$ cat src/rtl/stopwatch_pkg.sv
// Shared definitions for the mm:ss stopwatch front end and datapath.
//   S_IDLE/S_RUN/S_PAUSE/S_CLEAR : FSM state encodings, also used by the datapath.
//   CLK_FREQ_DEFAULT             : default system clock frequency in Hz.
//   cnt_width()                  : width of a counter spanning 0..n-1 (never below 1).
package stopwatch_pkg;

  localparam int unsigned CLK_FREQ_DEFAULT = 50_000_000;

  localparam logic [1:0] S_IDLE  = 2'b00;
  localparam logic [1:0] S_RUN   = 2'b01;
  localparam logic [1:0] S_PAUSE = 2'b10;
  localparam logic [1:0] S_CLEAR = 2'b11;

  function automatic int unsigned cnt_width(input int unsigned n);
    return (n > 1) ? $clog2(n) : 1;
  endfunction

endpackage

$ cat src/rtl/stopwatch_ctrl_btn_conditioner.sv
// btn_conditioner: turns one raw asynchronous push-button into a one-cycle
// press pulse: 2-flop synchroniser, optional debounce, rising-edge detect.
// Build option: STOPWATCH_CTRL_DEBOUNCE_EN -- when defined the synchronised
// level must differ from the debounced level for DEBOUNCE_CYCLES consecutive
// cycles before it is accepted; when undefined the synchroniser output is used
// directly and DEBOUNCE_CYCLES has no effect.
// Ports:
//   i_clk   system clock, rising edge
//   i_rst   synchronous active-high reset
//   i_btn   raw button, asynchronous, active-high
//   o_rise  one-cycle pulse on each accepted press
module btn_conditioner
  import stopwatch_pkg::*;
#(
  parameter int unsigned DEBOUNCE_CYCLES = 1_000_000
) (
  input  logic i_clk,
  input  logic i_rst,
  input  logic i_btn,
  output logic o_rise
);

  logic r_sync1;
  logic r_sync2;
  logic r_level_prev;
  logic w_level;

  always_ff @(posedge i_clk) begin
    if (i_rst) begin
      r_sync1 <= 1'b0;
      r_sync2 <= 1'b0;
    end else begin
      r_sync1 <= i_btn;
      r_sync2 <= r_sync1;
    end
  end

`ifdef STOPWATCH_CTRL_DEBOUNCE_EN
  localparam int unsigned CW = cnt_width(DEBOUNCE_CYCLES);
  localparam logic [CW-1:0] CNT_LAST = CW'(DEBOUNCE_CYCLES - 1);

  logic [CW-1:0] r_cnt;
  logic          r_level;

  // Any cycle where the synced input agrees with the accepted level restarts
  // the stability count.
  always_ff @(posedge i_clk) begin
    if (i_rst) begin
      r_cnt   <= '0;
      r_level <= 1'b0;
    end else if (r_sync2 == r_level) begin
      r_cnt <= '0;
    end else if (r_cnt == CNT_LAST) begin
      r_level <= r_sync2;
      r_cnt   <= '0;
    end else begin
      r_cnt <= r_cnt + 1'b1;
    end
  end

  assign w_level = r_level;
`else
  localparam int unsigned DEBOUNCE_CYCLES_UNUSED = DEBOUNCE_CYCLES;

  assign w_level = r_sync2;
`endif

  always_ff @(posedge i_clk) begin
    if (i_rst) begin
      r_level_prev <= 1'b0;
    end else begin
      r_level_prev <= w_level;
    end
  end

  assign o_rise = w_level & ~r_level_prev;

endmodule

$ cat src/rtl/stopwatch_ctrl.sv
// stopwatch_ctrl: button front end for the mm:ss stopwatch. Conditions the
// start/pause/clear buttons and runs the IDLE/RUN/PAUSE/CLEAR FSM that drives
// the stopwatch run and pause levels, the pause blink and a timed clear.
// Build option: STOPWATCH_CTRL_DEBOUNCE_EN enables button debouncing
// (see btn_conditioner).
// Ports:
//   clk        system clock, rising edge
//   rst        synchronous active-high reset
//   btn_start  raw start/stop button (async, active-high)
//   btn_pause  raw pause/resume button (async, active-high)
//   btn_clear  raw clear button (async, active-high)
//   start_stop run-enable level to the stopwatch
//   pause      pause level to the stopwatch
//   blink      display enable, 1 = digits on
//   state_o    current FSM state
module stopwatch_ctrl
  import stopwatch_pkg::*;
#(
  parameter int unsigned CLK_FREQ        = CLK_FREQ_DEFAULT,
  parameter int unsigned DEBOUNCE_CYCLES = 1_000_000,
  parameter int unsigned BLINK_CYCLES    = 25_000_000,
  parameter int unsigned CLEAR_CYCLES    = 2
) (
  input  logic       clk,
  input  logic       rst,
  input  logic       btn_start,
  input  logic       btn_pause,
  input  logic       btn_clear,
  output logic       start_stop,
  output logic       pause,
  output logic       blink,
  output logic [1:0] state_o
);

  // Clock frequency only documents how the cycle counts were derived.
  localparam int unsigned CLK_FREQ_UNUSED = CLK_FREQ;

  localparam int unsigned CLR_W = cnt_width(CLEAR_CYCLES);
  localparam logic [CLR_W-1:0] CLR_LAST = CLR_W'(CLEAR_CYCLES - 1);
  localparam int unsigned BLK_W = cnt_width(BLINK_CYCLES);
  localparam logic [BLK_W-1:0] BLK_LAST = BLK_W'(BLINK_CYCLES - 1);

  logic             w_start_rise;
  logic             w_pause_rise;
  logic             w_clear_rise;
  logic [1:0]       r_state;
  logic [1:0]       w_state_next;
  logic [CLR_W-1:0] r_clr_cnt;
  logic [BLK_W-1:0] r_blk_cnt;
  logic             r_blink;

  btn_conditioner #(.DEBOUNCE_CYCLES(DEBOUNCE_CYCLES)) u_start (
    .i_clk (clk),
    .i_rst (rst),
    .i_btn (btn_start),
    .o_rise(w_start_rise)
  );

  btn_conditioner #(.DEBOUNCE_CYCLES(DEBOUNCE_CYCLES)) u_pause (
    .i_clk (clk),
    .i_rst (rst),
    .i_btn (btn_pause),
    .o_rise(w_pause_rise)
  );

  btn_conditioner #(.DEBOUNCE_CYCLES(DEBOUNCE_CYCLES)) u_clear (
    .i_clk (clk),
    .i_rst (rst),
    .i_btn (btn_clear),
    .o_rise(w_clear_rise)
  );

  // Press priority clear > start > pause; losing presses are dropped.
  always_comb begin
    w_state_next = r_state;
    case (r_state)
      S_IDLE: begin
        if (w_clear_rise)      w_state_next = S_CLEAR;
        else if (w_start_rise) w_state_next = S_RUN;
      end
      S_RUN: begin
        if (w_clear_rise)      w_state_next = S_CLEAR;
        else if (w_start_rise) w_state_next = S_IDLE;
        else if (w_pause_rise) w_state_next = S_PAUSE;
      end
      S_PAUSE: begin
        if (w_clear_rise)      w_state_next = S_CLEAR;
        else if (w_start_rise) w_state_next = S_IDLE;
        else if (w_pause_rise) w_state_next = S_RUN;
      end
      S_CLEAR: begin
        if (r_clr_cnt == CLR_LAST) w_state_next = S_IDLE;
      end
      default: w_state_next = S_IDLE;
    endcase
  end

  always_ff @(posedge clk) begin
    if (rst) begin
      r_state   <= S_IDLE;
      r_clr_cnt <= '0;
    end else begin
      r_state <= w_state_next;
      if (r_state == S_CLEAR && r_clr_cnt != CLR_LAST) r_clr_cnt <= r_clr_cnt + 1'b1;
      else                                             r_clr_cnt <= '0;
    end
  end

  // Counting only while staying in PAUSE makes both the entry cycle and the
  // exit cycle show blink = 1 with the counter freshly at zero.
  always_ff @(posedge clk) begin
    if (rst) begin
      r_blk_cnt <= '0;
      r_blink   <= 1'b1;
    end else if (r_state != S_PAUSE || w_state_next != S_PAUSE) begin
      r_blk_cnt <= '0;
      r_blink   <= 1'b1;
    end else if (r_blk_cnt == BLK_LAST) begin
      r_blk_cnt <= '0;
      r_blink   <= ~r_blink;
    end else begin
      r_blk_cnt <= r_blk_cnt + 1'b1;
    end
  end

  assign state_o    = r_state;
  assign start_stop = (r_state == S_RUN) || (r_state == S_PAUSE);
  assign pause      = (r_state == S_PAUSE);
  assign blink      = r_blink;

endmodule

$ cat config.mk
export PLATFORM = sky130hd
export DESIGN_NAME = stopwatch_ctrl
export DESIGN_NICKNAME = d
export VERILOG_FILES = /design/src/rtl/stopwatch_pkg.sv /design/src/rtl/stopwatch_ctrl_btn_conditioner.sv /design/src/rtl/stopwatch_ctrl.sv
export SDC_FILE = /design/constraint.sdc
export NUM_CORES = 1
export LEC_CHECK = 0
export CORE_MARGIN = 5
export CORE_UTILIZATION = 55
export DETAILED_ROUTE_END_ITERATION = 7
export GPL_ROUTABILITY_DRIVEN = 0
export PLACE_DENSITY_LB_ADDON = 0.12
export SLEW_MARGIN = 20
export SYNTH_ARGS = -nofsm -noshare
export SYNTH_HDL_FRONTEND = slang
export SYNTH_SLANG_ARGS = --single-unit
$ cat constraint.sdc
create_clock -name clk -period 2.1 [get_ports clk]
set_input_delay 0.42 -clock clk [delete_from_list [all_inputs] [get_ports clk]]
set_output_delay 0.42 -clock clk [all_outputs]
set_load 0.01 [all_outputs]
==> results of run 1 <==
layer usage:
| layer | GRT usage (%) | part of all wire, % | up-vias | wire, um |
|---|---|---|---|---|
| li1 | - | - | 661 | - |
| met1 | 19.6 | 50 | 593 | 1510 |
| met2 | 23.7 | 44 | 21 | 1350 |
| met3 | 6.16 | 3.6 | 8 | 111 |
| met4 | 7.85 | 2.3 | 0 | 69 |
| met5 | 0 | 0 | - | 0 |
cell usage in the layout (no fill, tap or decap), types with 2 or more instances in the layout:
cell | Yosys | layout
dfxtp_1 | 38 | 36
nor3_1 | 21 | 21
xor2_1 | 16 | 16
nor2b_1 | 11 | 11
nand3_1 | 10 | 10
xnor2_1 | 8 | 8
clkdlybuf4s50_1 | 0 | 8
nor2_1 | 7 | 7
nand4_1 | 7 | 7
nor3_2 | 7 | 7
nand2_1 | 6 | 6
and3_1 | 5 | 5
ha_1 | 5 | 5
clkbuf_4 | 0 | 5
inv_1 | 4 | 4
buf_4 | 1 | 3
nor4_1 | 2 | 2
nand4_4 | 2 | 2
nand2b_1 | 2 | 2
nor4_4 | 2 | 2
clkinvlp_4 | 0 | 2
dfxtp_4 | 0 | 2
synthesized netlist by cell type, types with 2 or more instances:
| master | n | area share (%) |
|---|---|---|
| dfxtp_1 | 38 | 42 |
| nor3_1 | 21 | 5.7 |
| xor2_1 | 16 | 7.6 |
| nor2b_1 | 11 | 3.8 |
| nand3_1 | 10 | 2.7 |
| xnor2_1 | 8 | 3.8 |
| nand4_1 | 7 | 2.4 |
| nor2_1 | 7 | 1.4 |
| nor3_2 | 7 | 3.8 |
| nand2_1 | 6 | 1.2 |
| and3_1 | 5 | 1.7 |
| ha_1 | 5 | 3.4 |
| inv_1 | 4 | 0.82 |
| buf_6 | 2 | 1.2 |
| clkbuf_1 | 2 | 0.41 |
| clkbuf_8 | 2 | 1.5 |
| nand2b_1 | 2 | 0.68 |
| nand4_4 | 2 | 2.3 |
| nor4_1 | 2 | 0.68 |
| nor4_4 | 2 | 2.3 |
stage by stage:
step	setup TNS (ns)	cell area (sq um)	setup WS (ns)	utilization, %
2_1_floorplan	0	1830	0.375	-
3_3_place_gp	0	1960	0.184	59.6
3_5_place_dp	0	1960	0.142	59.6
4_1_cts	0	2040	0.0177	62.2
5_1_grt	-0.0137	2050	-0.0137	62.4
6_report	0	2050	0.0710	62.4
logic make-up after synthesis:
family,count (synthesis)
xor gates and xnor gates,24
adders and majority gates,5
and+or+nand+nor,92
buffers and inverters,11
AOI/OAI and AO/OA,11
DFF,38
worst reg2reg max path, delay by kind of cell, from the launching register on:
kind            cells  cell delay, ns
fa+ha+maj           1            0.14
simple gates        3            0.72
buf+inv             1            0.20
compound gates      2            0.26
flops               1            0.39
flip-flops by register name (all words and copies together) (netlist names):
signal                cells
u_clear.r_sync2           1
u_clear.r_level_prev      1
u_start.r_sync2           1
u_pause.r_level_prev      1
blink                     1
u_start.r_sync1           1
u_clear.r_sync1           1
state_o                   2
r_blk_cnt                25
r_clr_cnt                 1
u_pause.r_sync2           1
u_start.r_level_prev      1
u_pause.r_sync1           1
power breakdown:
group | internal [W] | switching (W) | leakage [nW]
registers | 0.000731 | 0.00000857 | 0.309
clock network | 0.000250 | 0.000239 | 0.0374
logic | 0.0000415 | 0.0000402 | 0.392
worst paths after layout:
check             depth (start not counted)  slack [ns]                    endpoint                  startpoint
setup / recovery                          3        0.07                       pause       state_o[0]$_SDFF_PP0_
hold / removal                            1        0.45  u_start.r_sync2$_SDFF_PP0_  u_start.r_sync1$_SDFF_PP0_
setup reg to reg                          7        0.33     r_blk_cnt[8]$_SDFF_PP0_       state_o[0]$_SDFF_PP0_
hold reg to reg                           1        0.45  u_start.r_sync2$_SDFF_PP0_  u_start.r_sync1$_SDFF_PP0_
what timing repair did:
item	in CTS	in global routing
resized for setup	2	3
setup endpoints to repair	1	1
cloned	0	0
pin swaps	0	0
final cells by class:
cell class,instances,area (sq um),share of cell area (%)
multi-input combinational,132,992,48.4
inverter,4,15.0,0.732
clock inverter,3,45.0,2.20
clock buffer,5,37.5,1.83
sequential,38,768,37.5
tap,46,57.6,2.81
timing repair buffer,13,135,6.59
==> metrics.txt, run 1 <==
Compound-Gate Fraction of Synth Area=under 10%; Synth warnings=0; nature of the critical path endpoint=output pin; CTS H-tree depth=2; Gate Count Post-Synth=approximately 180; Critical Path RT=1.68 ns; Max Clk Rate=between 0.4 and 0.5 GHz; Die W=between 60 and 70 um; clock-pin slew on the worst setup and hold paths=0.11 ns; mux cell area share after synthesis=0%; cell leakage power=about 0.74 nW; die area=~0.0046 sq mm; routed wire length=3.05 mm; layout cells sized above 1=between 10% and 20%; # diodes=0; fill cell count=a little under 300; simple-gate area share of the yosys netlist=about a third; maximum vdd drop=0.000384 V; Buffers & Inverters on Critical Path=2; Top delay family on crit path=buffers and inverters; crit path cell chain=inv_1 > ha_1 > clkdlybuf4s50_1; max_slew headroom=around three quarters; Mean Syn Cell Area=between 10 and 15 sq um; Top FF cell, synth=dfxtp_1; slowest cell on the critical path=clkdlybuf4s50_1; Netlist cell types=42; CP max FO=6; Worst-Skew Late Latency=approximately 0.34 ns; Wirelength per Cell=12.6 um; Starting Density=between 50% and 60%; post-CTS setup buffer count=0; post-synthesis adder-cell area fraction=between 3 and 4%; # port buffers=9; router iterations before antenna repair=4; number of global-route vias before repair=1267; Setup CP Type=reg2out; vias per cell=~5.3; Max Slew Vio Count=0; antenna viol nets, final=0; Root Buffer=clkbuf_4; Cell Pwr Density=between 600 and 700 mW/mm^2; Seq cells post-synth=38; final hold vios=0; outcome=completed; Mapped Area=around 0.0018 sq mm; WP data arrival=approximately 1.6 ns; Power Total=0.00131 W; num rows=21; clk sinks=38; Max-Cap Viols=0; CORE AREA=approximately 0.0033 sq mm; initial antenna violation count=0; clk buf depth=2; grt ovf=0; TritonCTS clock tree=yes; GRT Total Usage=between 10% and 20%; Max Clock Skew=between 0.003 and 0.004 ns; main combinational cell family by area after synthesis=simple AND/OR/NAND/NOR gates; largest net degree at the start of global routing=27; Post-Layout Cell Count=~240; min cycle time layout=2.03 ns; syn nets=191; setup violators final=0; xor and xnor area share after synthesis=about 11%; number of enable flip-flop cells after synthesis=0; hpwl dp=around 2.3 mm; Placed Cells=roughly 230; Synth async-reset ratio=0%; sequential area share after synthesis=between 40% and 50%; Initial DRC Count=58; Fin Hold WS=between 0.4 and 0.5 ns; actual slew at the worst max-slew pin=0.396 ns; Ports=10; HP Class=reg2reg; P&R area growth vs syn=11.9%; Startpoint Class=flip-flop; first-pass GRT wire length=roughly 5.4 mm; hold-fix buffers at CTS=0; delay of the slowest critical-path stage=0.56 ns; fin crit share=between 90% and 100%; Num CTS Buffers=5; Remaining DRCs=0; Vias=between 1000 and 1500; Die H=around 68 um; Final #Nets=approximately 200
Power figures use the tool's default switching activity.
==> inputs of run 2 (changes only) <==
Settings changed: TNS_END_PERCENT set to 5.
==> results of run 2 <==
Same layout as run 1: the final DEF is identical, and so are final timing and power.
